<file path="src/rtl/sd_cmd_pkg.sv">
// Shared types and constants for the SD command scheduler: FSM states,
// requester indices, response lengths, common command frames and the arbiter.
package sd_cmd_pkg;

  typedef enum logic [2:0] {
    ST_IDLE,
    ST_PRE,
    ST_SEND,
    ST_NCR,
    ST_RECV,
    ST_POST,
    ST_DONE
  } sd_state_e;

  localparam int INIT = 0;
  localparam int RD   = 1;
  localparam int WR   = 2;

  localparam int R1_BITS = 8;
  localparam int R7_BITS = 40;

  localparam logic [47:0] CMD0   = 48'h400000000095;
  localparam logic [47:0] CMD8   = 48'h48000001AA87;
  localparam logic [47:0] CMD55  = 48'h770000000065;
  localparam logic [47:0] ACMD41 = 48'h694000000077;
  localparam logic [47:0] CMD17  = 48'h510000000055;

  // Init always wins; read and write share the bus by the round-robin preference.
  function automatic logic [1:0] arb_pick(input logic [2:0] req, input logic pref_wr);
    logic [1:0] win;
    win = 2'(INIT);
    if (req[INIT])
      win = 2'(INIT);
    else if (req[RD] && req[WR])
      win = pref_wr ? 2'(WR) : 2'(RD);
    else if (req[RD])
      win = 2'(RD);
    else if (req[WR])
      win = 2'(WR);
    return win;
  endfunction

endpackage

</file>
<file path="src/rtl/sd_crc7.sv">
// CRC7 (x^7 + x^3 + 1) over a W-bit word, MSB first; the serial shift
// register is unrolled so the result is ready in a single cycle.
module sd_crc7 #(
  parameter int W = 40
) (
  input  logic [W-1:0] data_i,
  output logic [6:0]   crc_o
);

  logic [6:0] crc_c;
  logic       fb_c;

  always_comb begin
    crc_c = '0;
    fb_c  = 1'b0;
    for (int i = W - 1; i >= 0; i--) begin
      fb_c  = data_i[i] ^ crc_c[6];
      crc_c = {crc_c[5:0], 1'b0} ^ (fb_c ? 7'h09 : 7'h00);
    end
  end

  assign crc_o = crc_c;

endmodule

</file>
<file path="src/rtl/sd_cmd_sched.sv">
// SD SPI command scheduler: arbitrates three requesters, sends one 48-bit frame
// and collects an R1/R7 response. Define SD_CMD_CRC_EN to regenerate the frame CRC7.
module sd_cmd_sched
  import sd_cmd_pkg::*;
#(
  parameter int NCR_MAX   = 64,
  parameter int PRE_CLKS  = 8,
  parameter int POST_CLKS = 8
) (
  input  logic            clk,
  input  logic            rst,
  input  logic [2:0]      req,
  input  logic [2:0][47:0] cmd_i,
  input  logic [2:0]      r7_i,
  output logic [2:0]      gnt,
  output logic            done,
  output logic            timeout,
  output logic [39:0]     resp,
  output logic            sd_cs,
  output logic            sd_mosi,
  input  logic            sd_miso
);

  localparam logic [7:0] PRE_LAST  = 8'(PRE_CLKS - 1);
  localparam logic [7:0] POST_LAST = 8'(POST_CLKS - 1);
  localparam logic [7:0] NCR_LAST  = 8'(NCR_MAX - 1);
  // The start bit is consumed in NCR, so RECV counts the remaining bits down to 0.
  localparam logic [5:0] R1_REM    = 6'(R1_BITS - 2);
  localparam logic [5:0] R7_REM    = 6'(R7_BITS - 2);

  sd_state_e   state_q, state_d;
  logic [1:0]  win;
  logic [1:0]  gnt_idx_q;
  logic [47:0] frame_q;
  logic        r7_q;
  logic [5:0]  bit_q;
  logic [7:0]  wait_q;
  logic [39:0] resp_q;
  logic        timeout_q;
  logic        pref_wr_q;

  assign win = arb_pick(req, pref_wr_q);

`ifdef SD_CMD_CRC_EN
  logic [6:0] crc;

  sd_crc7 #(.W(40)) u_crc (
    .data_i (frame_q[47:8]),
    .crc_o  (crc)
  );
`endif

  always_ff @(posedge clk or posedge rst) begin
    if (rst)
      state_q <= ST_IDLE;
    else
      state_q <= state_d;
  end

  always_comb begin
    state_d = state_q;
    case (state_q)
      ST_IDLE: if (|req) state_d = ST_PRE;
      ST_PRE:  if (wait_q == PRE_LAST) state_d = ST_SEND;
      ST_SEND: if (bit_q == 6'd0) state_d = ST_NCR;
      ST_NCR: begin
        if (!sd_miso)
          state_d = ST_RECV;
        else if (wait_q == NCR_LAST)
          state_d = ST_POST;
      end
      ST_RECV: if (bit_q == 6'd0) state_d = ST_POST;
      ST_POST: if (wait_q == POST_LAST) state_d = ST_DONE;
      ST_DONE: state_d = ST_IDLE;
      default: state_d = ST_IDLE;
    endcase
  end

  always_comb begin
    sd_cs   = 1'b1;
    sd_mosi = 1'b1;
    gnt     = '0;
    done    = 1'b0;
    case (state_q)
      ST_IDLE: ;
      ST_DONE: done = 1'b1;
      default: begin
        sd_cs = 1'b0;
        gnt   = 3'b001 << gnt_idx_q;
      end
    endcase
    if (state_q == ST_SEND)
      sd_mosi = frame_q[bit_q];
  end

  assign resp    = resp_q;
  assign timeout = timeout_q;

  always_ff @(posedge clk or posedge rst) begin
    if (rst) begin
      gnt_idx_q <= '0;
      frame_q   <= '0;
      r7_q      <= 1'b0;
      bit_q     <= '0;
      wait_q    <= '0;
      resp_q    <= '0;
      timeout_q <= 1'b0;
      pref_wr_q <= 1'b0;
    end else begin
      case (state_q)
        ST_IDLE: begin
          if (|req) begin
            gnt_idx_q <= win;
            frame_q   <= cmd_i[win];
            r7_q      <= r7_i[win];
            timeout_q <= 1'b0;
            wait_q    <= '0;
            if (win == 2'(RD))
              pref_wr_q <= 1'b1;
            else if (win == 2'(WR))
              pref_wr_q <= 1'b0;
          end
        end
        ST_PRE: begin
          if (wait_q == PRE_LAST) begin
            wait_q <= '0;
            bit_q  <= 6'd47;
          end else begin
            wait_q <= wait_q + 8'd1;
          end
`ifdef SD_CMD_CRC_EN
          frame_q[7:0] <= {crc, 1'b1};
`endif
        end
        ST_SEND: bit_q <= bit_q - 6'd1;
        ST_NCR: begin
          if (!sd_miso) begin
            resp_q <= '0;
            bit_q  <= r7_q ? R7_REM : R1_REM;
            wait_q <= '0;
          end else if (wait_q == NCR_LAST) begin
            timeout_q <= 1'b1;
            resp_q    <= 40'h00000000FF;
            wait_q    <= '0;
          end else begin
            wait_q <= wait_q + 8'd1;
          end
        end
        ST_RECV: begin
          resp_q <= {resp_q[38:0], sd_miso};
          bit_q  <= bit_q - 6'd1;
        end
        ST_POST: wait_q <= wait_q + 8'd1;
        default: ;
      endcase
    end
  end

endmodule

</file>
<file path="config.mk">
export PLATFORM = sky130hd
export DESIGN_NAME = sd_cmd_sched
export DESIGN_NICKNAME = d
export VERILOG_FILES = /design/src/rtl/sd_cmd_pkg.sv /design/src/rtl/sd_crc7.sv /design/src/rtl/sd_cmd_sched.sv
export SDC_FILE = /design/constraint.sdc
export NUM_CORES = 1
export LEC_CHECK = 0
export BUFFER_PORTS_ARGS = -buffer_cell sky130_fd_sc_hd__buf_4
export CORE_ASPECT_RATIO = 0.75
export CORE_UTILIZATION = 51
export CTS_CLUSTER_DIAMETER = 100
export CTS_CLUSTER_SIZE = 10
export DETAILED_ROUTE_END_ITERATION = 8
export GPL_TIMING_DRIVEN = 0
export PLACE_DENSITY = 0.81
export SLEW_MARGIN = 10
export SYNTH_ARGS = -nofsm -noshare
export SYNTH_HDL_FRONTEND = slang
export SYNTH_SLANG_ARGS = --single-unit
export TNS_END_PERCENT = 1
</file>
<file path="constraint.sdc">
create_clock -name clk -period 3.45 [get_ports clk]
set_clock_uncertainty 0.15 [all_clocks]
set_input_delay 0 -clock clk [delete_from_list [all_inputs] [get_ports clk]]
set_output_delay 0 -clock clk [all_outputs]
set_load 0.005 [all_outputs]
</file>
==> results.toml, run 1 <==
[status]
status = "finished clean"

[global_route]
overflow = 0
grtUsageTotal_pct = 29.0
use_met3_pct = 5.00
grt_util_met2_pct = 50.5
grt_pass1_vias = 5480
grt-busiest-layer = "met2"
antenna_found_initial = 0
grt_max_degree = 71
grt_pass1_wl_um = 27300
grt_util_met1_pct = 37.6

[power_and_ir_drop]
powerDensity_nw_per_um2 = 620
internal-power_uw = 3410
netSwitchingPower_uw = 1940
power.leakage_uw = 0.00439
clkPwrFrac_pct = 19.0
p_comb_share_pct = 43.6
vdd_drop_max_mv = 0.317
seqPwrFrac_pct = 37.5
p_sw_share_pct = 36.3

[setup_path]
critPathMaxFanout = 10
crit_type = "reg -> reg"
worstPathRequired_ns = 3.54
cp.arrival_ns = 2.90
endpoint_kind = "flip-flop"
start_kind = "flip-flop"

[timing]
hold_violations = 0
slew_viol_final = 0
hold_slack_ns = 0.00343
relSlewSlack_pct = 54.5
period_share_pct = 81.4
rsz0062_at_grt = "no"
final-setup-viol-count = 0
fmax_ghz = 0.356
fin_crit_ns = 2.81
tightest_slew_ns = 0.683

[floorplan]
die_w_um = 127
placementRows = 33
initial_core_util_pct = 53.6
die_area_um2 = 12200
fp.dieH_um = 95.8
fp.coreArea_um2 = 11100
pin_count = 200

[cts]
clk_pin_slew_ns = 0.08
cts_tree = "yes"
clock_path_buffers = 2
clockRootBuffer = "clkbuf_16"
cts_inserted_buffers = 9
clkSinkCount = 110
htree_levels = 3
clock_latency_ns = 0.35

[synth]
synth_area_leaders = "dfrtp_1, mux2i_1, a21o_1"
synthCells = 568
yosysSeqAreaShare_pct = 46.0
yosysTopAreaCell = "dfrtp_1"
syn_area_um2 = 5980
async_reset_ff_share_pct = 100
synth_nets = 725
avgSynthCellArea_um2 = 10.5
netlist.area_leader.share_pct = 46.0
yosys_warnings = 0
synth_ff_type = "dfrtp_1"
ys_types = 46
ys_ff_latch = 110
synth-edff-count = 0

[placement]
port_buffers = 199
hpwl_um = 12100
placed_cells = 908
gp_congestion = 0.843

[drt]
vias = 5668
routed_wl_um = 17300
drtIter0Drc = 376
wl_per_cell_um = 17.5
drtPass1Iterations = 5
viasPerCell = 5.73
drc = 0
ant_nets = 0

[flow_run]
cap_violations = 0

[layout]
post-route-util_pct = 77.4
area_delta_synth_final_pct = 44.3
stdcell_count = 990
final_nets = 1002
antennaDiodeCount = 0
nFillCells = 716
drive_gt1_share_pct = 31.8

[hold_path]
hp-class = "in -> reg"
## state kept, by name, summed over array words and instances (netlist names)
| signal | count |
|---|---|
| bit_q | 6 |
| frame_q | 48 |
| gnt_idx_q | 2 |
| pref_wr_q | 1 |
| r7_q | 1 |
| resp | 40 |
| state_q | 3 |
| timeout | 1 |
| wait_q | 8 |
## layout make-up
type	instances	area (um^2)	area share [%]
tap	140	175	2.03
buffer	48	238	2.75
timing repair buffer	266	2180	25.3
clock inverter	6	60.1	0.696
clock buffer	10	229	2.65
multi-input combinational	399	2950	34.2
sequential	110	2750	31.9
inverter	11	46.3	0.536
## power by group through the flow
stage	Clock, uW	Sequential (uW)	Combinational (uW)
6_report	1010	2000	2330
5_1_grt	1080	2050	2540
4_1_cts	1020	2000	2310
3_5_place_dp	0	2020	2190
3_3_place_gp	0	1990	2100
2_1_floorplan	0	1940	1540
## worst paths after layout
| check | to | slack (ns) | cells after the start | startpoint |
|---|---|---|---|---|
| max in group asynchronous | frame_q[15] | 2.43 | 4 | rst |
| max | frame_q[16] | 0.64 | 6 | pref_wr_q |
| min reg2reg | frame_q[12] | 0.33 | 1 | frame_q[12] |
| max reg2reg | frame_q[16] | 0.64 | 6 | pref_wr_q |
| min | frame_q[41] | 0.003 | 4 | cmd_i[41] |
| min in group asynchronous | resp[14] | 0.06 | 3 | rst |
## critical path: stages (launching register included)
cell,delay (ns)
dfrtp_1,0.40
o211ai_1,0.18
clkbuf_1,0.48
clkbuf_1,0.57
a211oi_2,0.15
dlygate4sd3_1,0.61
a21o_1,0.17
## stage by stage
stage / area (um^2) / setup TNS [ns] / worst slack [ns] / power, uW
2_1_floorplan: 5980 / 0 / 0.398 / 3490
3_3_place_gp: 7650 / -70.61 / -0.648 / 4090
3_5_place_dp: 7680 / 0 / 1.01 / 4210
4_1_cts: 8630 / 0 / 0.699 / 5330
5_1_grt: 8630 / 0 / 0.474 / 5670
6_report: 8630 / 0 / 0.642 / 5350
## repair_timing
item                                   in CTS  in global routing
setup buffers                               0                  0
hold buffers                               66                  0
endpoints found under the hold margin     162                  0
gates resized for setup                     0                  0
## per-layer routing
layer  wire (um)  share of wire (%)  vias to the layer above
met5           0                  0                        -
met4         348                2.0                        0
met3         893                5.2                       33
met2        8500                 49                      217
met1        7540                 44                     2770
li1            -                  -                     2648
## layout by cell type, fill, tap and decap left out, types with 4 or more instances in the layout
master         instances
buf_4                200
dfrtp_1              110
nor2_1                69
dlygate4sd3_1         66
mux2i_1               56
a21o_1                54
a22o_1                37
a211oi_1              33
nand2_1               31
clkbuf_1              24
buf_2                 19
o21ai_0               18
a211oi_2              17
a21oi_1               17
inv_1                 10
mux4_2                10
clkbuf_16              9
nand3_1                8
nor3_1                 6
buf_6                  4
ha_1                   4
## cells in the mapped netlist (2+ instances only)
master,count
o21ai_1,3
a211o_1,2
nor3_1,6
buf_6,4
a22o_1,37
a31oi_1,3
nand3_1,8
buf_2,19
and3_1,2
mux2i_1,56
nand2_1,31
nor2b_1,3
mux4_2,10
a211oi_2,17
ha_1,4
o21ai_0,18
o31ai_1,3
a21oi_1,17
a21o_1,54
dfrtp_1,110
a211oi_1,33
inv_1,11
a22oi_1,2
nor2_1,69
clkbuf_1,23
mux2_2,2
nor3b_1,2
## kinds of logic (layout without fill, tap and decap cells)
kind of cell | Yosys count | count (layout) | share of synthesized area [%]
adders and majority gates | 4 | 4 | 0.837
buffers and inverters | 59 | 341 | 4.67
AOI/OAI and AO/OA | 197 | 197 | 25.4
and+or+nand+nor | 129 | 129 | 9.37
DFF | 110 | 110 | 46.0
muxes | 68 | 68 | 13.5
xor gates and xnor gates | 1 | 1 | 0.147
Note: power is estimated with default switching activity, not from simulation.
==> run 2: changes to the inputs <==
clock period = 2.8 ns   (was 3.45 ns; I/O delays follow)
==> run 2 against run 1 <==
  * Wire length up 2.1%
  * Total power rose by 28%
  * The flow now finishes with violations (negative hold slack)
  * Sequential power increased by 24%
  * Maximum frequency grew 4.0%
  * Critical endpoint is now frame_q[29]
==> results.toml, run 2 (same netlist as run 1, synthesis figures left out) <==
[setup_path]
start_kind = "flip-flop"
endpoint_kind = "flip-flop"
critPathMaxFanout = 10
worstPathRequired_ns = 2.94
cp.arrival_ns = 2.85
crit_type = "reg -> reg"

[cts]
clockRootBuffer = "clkbuf_16"
htree_levels = 3
clk_pin_slew_ns = 0.08
clock_path_buffers = 2
cts_inserted_buffers = 9
clock_latency_ns = 0.35
cts_tree = "yes"
clkSinkCount = 110

[status]
violations = "negative hold slack"
status = "complete, but fails checks"

[timing]
fin_crit_ns = 2.70
period_share_pct = 96.4
layout_setup_ws_ns = 0.0995
hold_slack_ns = -0.00671
final-setup-viol-count = 0
hold_violations = 1
slew_viol_final = 0
fmax_ghz = 0.370
fin_tns_setup_ns = 0
relSlewSlack_pct = 51.4
tightest_slew_ns = 0.729

[global_route]
antenna_found_initial = 0
grtUsageTotal_pct = 29.9
overflow = 0
grt_pass1_wl_um = 28100
grt_pass1_vias = 5776
grt_max_degree = 40

[power_and_ir_drop]
seqPwrFrac_pct = 36.3
vdd_drop_max_mv = 0.485
internal-power_uw = 4460
p_sw_share_pct = 34.8
power.leakage_uw = 0.00443
finalPower_uw = 6840
clkPwrFrac_pct = 21.5
powerDensity_nw_per_um2 = 783
p_comb_share_pct = 42.2
netSwitchingPower_uw = 2390

[layout]
layout_commonest_cell = "buf_4"
drive_gt1_share_pct = 32.4
regMostFlops = "frame_q"
final_nets = 1005
antennaDiodeCount = 0
final_cell_mix = "buf_4, dfrtp_1, nor2_1"
area_delta_synth_final_pct = 46.1
largest_reg_flops = 48
stdcell_count = 993

[floorplan]
initial_core_util_pct = 53.6
pin_count = 200
fp.dieH_um = 95.8
die_area_um2 = 12200
die_w_um = 127
fp.coreArea_um2 = 11100
placementRows = 33

[drt]
drc = 0
drtPass1Iterations = 5
vias = 5718
routed_wl_um = 17600
drtIter0Drc = 363
wl_per_cell_um = 17.8
viasPerCell = 5.76
ant_nets = 0

[placement]
place_ws_ns = 0.345
gp_congestion = 0.838
placed_cells = 910
port_buffers = 199
hpwl_um = 12000

[hold_path]
hp-class = "in -> reg"

[flow_run]
cap_violations = 0
-- run 2: changes by cell type in the layout (fill, tap and decap cells not counted), sizes merged --
| cell | delta |
|---|---|
| inv | -5 |
| clkinvlp | +2 |
| dlygate4sd3 | +1 |
| bufinv | +3 |
| clkinv | +1 |
| clkbuf | +1 |
-- run 2: power groups by stage --
stage	Clock [uW]	Combinational [uW]	Sequential [uW]
6_report	1470	2890	2480
2_1_floorplan	0	1900	2390
3_3_place_gp	0	2590	2460
3_5_place_dp	0	2700	2490
5_1_grt	1530	3160	2540
4_1_cts	1480	2850	2470
-- run 2: cell type report --
| cell class | count | area [um^2] |
|---|---|---|
| Multi-Input combinational cell | 399 | 2950 |
| Sequential cell | 110 | 2750 |
| Fill cell | 692 | 2410 |
| Timing Repair Buffer | 269 | 2220 |
| Buffer | 48 | 243 |
| Clock buffer | 9 | 225 |
| Tap cell | 140 | 175 |
| Clock inverter | 7 | 120 |
| Inverter | 11 | 45.0 |
-- run 2: per-layer routing --
layer,wire [um],GRT usage [%],share of wire [%],vias to the layer above
met4,394,10.1,2.2,0
met5,0,0,0,-
met2,8680,52.0,49,230
met3,978,5.39,5.5,31
li1,-,-,-,2667
met1,7590,38.2,43,2790
-- run 2: critical path, stage by stage (launching register included) --
cell,delay (ns)
dfrtp_1,0.38
buf_6,0.13
or4_1,0.52
clkbuf_1,0.21
clkbuf_1,0.29
a211oi_1,0.25
dlygate4sd3_1,0.61
a21o_1,0.10
-- run 2: stage by stage --
stage          area [um^2]  util [%]  hold slack [ns]
2_1_floorplan         5980         -           0.0352
3_3_place_gp          7650      68.6            0.192
3_5_place_dp          7710      69.2           -0.239
4_1_cts               8730      78.3         0.000175
5_1_grt               8740      78.4          0.00599
6_report              8740      78.4         -0.00671
-- run 2: what timing repair did --
item                                   CTS  global route
hold buffers                            67             0
setup endpoints to repair                0            13
gates resized for setup                  0             5
endpoints found under the hold margin  163             0
setup buffers                            0             0
-- run 2: path summary, 6_finish.rpt --
check,start,to,slack (ns),depth (start not counted)
worst min-delay path,cmd_i[34],frame_q[34],-0.007,4
worst min register to register,frame_q[0],frame_q[0],0.33,1
max in group asynchronous,rst,frame_q[17],1.23,6
min in group asynchronous,rst,resp[24],0.57,4
worst max-delay path,state_q[0],frame_q[29],0.1,7
worst max register to register,state_q[0],frame_q[29],0.1,7
==> run 3: changes to the inputs <==
CELL_PAD_IN_SITES_DETAIL_PLACEMENT = 2   (was default)
CELL_PAD_IN_SITES_GLOBAL_PLACEMENT = 2   (was default)
CORE_UTILIZATION = 31   (was 51)
PLACE_DENSITY = default   (was 0.81)
PLACE_DENSITY_LB_ADDON = 0.1   (was default)
==> run 3 against run 2 <==
  * The flow now finishes without violations
  * Highest routed layer unchanged
  * Register-to-register slack better by 0.03 ns
  * Sequential power barely moved
  * Largest cell class unchanged
  * Setup slack improved by 0.027 ns
  * Critical endpoint is now sd_mosi
  * Global-route usage shrank 5.2 points
  * Largest power group unchanged
  * Sequential cell count did not move
  * Cell area rose by 3.6%
  * Count of clock-buffer cells in the layout up 1
  * Sequential share of layout area is 1.1 points lower
  * Final cell count up 13%
==> results.toml, run 3 (same netlist as run 1, synthesis figures left out) <==
[setup_path]
ff2ff_path_depth = 7
crit_type = "reg -> out"
slowest_delay_ns = 0.44
r2r_slack_ns = 0.13
endpoint_kind = "output pin"
path_depth = 7
worstReg2RegEnd = "frame_q[42]"
start_kind = "flip-flop"
endpoint = "sd_mosi"
setup.worst_path.start = "bit_q[2]"
worstPathRequired_ns = 2.65
crit_chain = "clkbuf_1 -> inv_1 -> mux4_2 -> a31oi_1 -> nand2_1 -> o21ai_1 -> buf_4"
timing.rr.start = "state_q[0]"
critPathMaxFanout = 10
cp.arrival_ns = 2.52
cp_top_family = "buffers and inverters"
crit_buf_inv = 3
slowest_stage = "clkbuf_1"

[placement]
gp_congestion = 0.754
port_buffers = 199
hpwl_um = 15200
place_area_um2 = 7850

[global_route]
grt_pass1_wl_um = 37300
grt-busiest-layer = "met2"
use_met3_pct = 5.07
grtUsageTotal_pct = 24.7
overflow = 0
grt_util_met1_pct = 30.2
grt_max_degree = 32
antenna_found_initial = 2
grt_pass1_vias = 6772
grt_util_met2_pct = 43.5

[floorplan]
die_w_um = 162
placementRows = 43
die_area_um2 = 19900
initial_core_util_pct = 32.0
fp.dieH_um = 122
fp.coreArea_um2 = 18700
pin_count = 200

[timing]
fmax_ghz = 0.374
period_share_pct = 95.5
hold_slack_ns = 0.00206
fin_crit_ns = 2.67
rsz0062_at_grt = "no"
tightest_slew_ns = 0.796
relSlewSlack_pct = 47.0
hold_violations = 0
fin_tns_setup_ns = 0
final-setup-viol-count = 0
slew_viol_final = 0

[layout]
seq_area_um2 = 2750
final_nets = 1030
post-route-util_pct = 48.5
multiInputGateArea_um2 = 2950
largest_reg_flops = 48
regMostFlops = "frame_q"
drive_gt1_share_pct = 31.3
layout_commonest_cell = "buf_4"
area_delta_synth_final_pct = 51.4
fin_area_um2 = 9050
nFillCells = 1944
final_cell_mix = "buf_4, dfrtp_1, dlygate4sd3_1"

[drt]
drtPass1Iterations = 4
drc = 0
wl_per_cell_um = 21.3
viasPerCell = 5.25
routed_wl_um = 24000
ant_nets = 0
vias = 5921
drtIter0Drc = 188

[power_and_ir_drop]
vdd_drop_max_mv = 0.284
finalPower_uw = 6820
powerDensity_nw_per_um2 = 754
power.leakage_uw = 0.00447

[cts]
cts_setup_buffers = 0
clockRootBuffer = "clkbuf_16"
htree_levels = 3
cts_tree = "yes"
clkSinkCount = 110
clk_pin_slew_ns = 0.08
cts_inserted_buffers = 9
clock_path_buffers = 2
clock_latency_ns = 0.36

[hold_path]
hp-class = "in -> reg"

[flow_run]
cap_violations = 0

[status]
status = "finished clean"
## run 3: changes by cell type in the layout (fill, tap and decap cells not counted)
| cell | change |
|---|---|
| clkbuf_4 | +1 |
| clkinv_2 | +1 |
| clkinv_4 | -1 |
| diode_2 | +2 |
| a211oi_1 | +1 |
| a211oi_2 | -1 |
| inv_6 | +2 |
| bufinv_16 | -3 |
| dlygate4sd3_1 | +25 |
## run 3: per-layer routing
layer  vias up  wire [um]
li1       2706          -
met3        35       1110
met5         -          0
met4         0        475
met1      3003      10200
met2       177      12200
## run 3: power by group
group / switching, uW / internal [uW]
clock network: 641 / 612
registers: 395 / 2120
logic: 1590 / 1460
## run 3: worst reg2reg max path, delay by kind of cell (launching register included)
family,cells,cell delay (ns)
AND/OR/NAND/NOR,1,0.55
AO/OA/AOI/OAI,2,0.33
flip-flops,1,0.39
buffers and inverters,4,1.19
## run 3: repair_timing
| action | CTS | global route |
|---|---|---|
| pin swaps | 0 | 0 |
| hold buffers | 92 | 0 |
| gates resized for setup | 1 | 6 |
| endpoints found under the setup margin | 1 | 7 |
| endpoints found under the hold margin | 156 | 0 |
## run 3: worst min path at each step
stage / from / end / slack (ns) / cells past startpoint
2_1_floorplan: sd_miso / resp[0] / 0.04 / 2
3_3_place_gp: sd_miso / resp[0] / 0.22 / 3
3_5_place_dp: rst / resp[24] / -0.03 / 2
4_1_cts: cmd_i[37] / frame_q[37] / 0.0002 / 4
5_1_grt: cmd_i[12] / frame_q[12] / 0.02 / 4
6_report: cmd_i[10] / frame_q[10] / 0.002 / 4
## run 3: cell type report
cell class,count,area share [%]
Multi-Input combinational cell,399,32.6
Sequential cell,110,30.4
Timing Repair Buffer,294,27.3
Tap cell,247,3.41
Buffer,48,2.72
Clock buffer,10,2.53
Inverter,11,0.498
Clock inverter,6,0.484
Antenna cell,2,0.0553
## run 3: metrics by stage
step	instances	setup slack (ns)
5_1_grt	1127	0.0205
3_3_place_gp	1014	0.313
3_5_place_dp	1017	0.227
4_1_cts	1125	0.0746
6_report	1127	0.126
2_1_floorplan	568	0.776
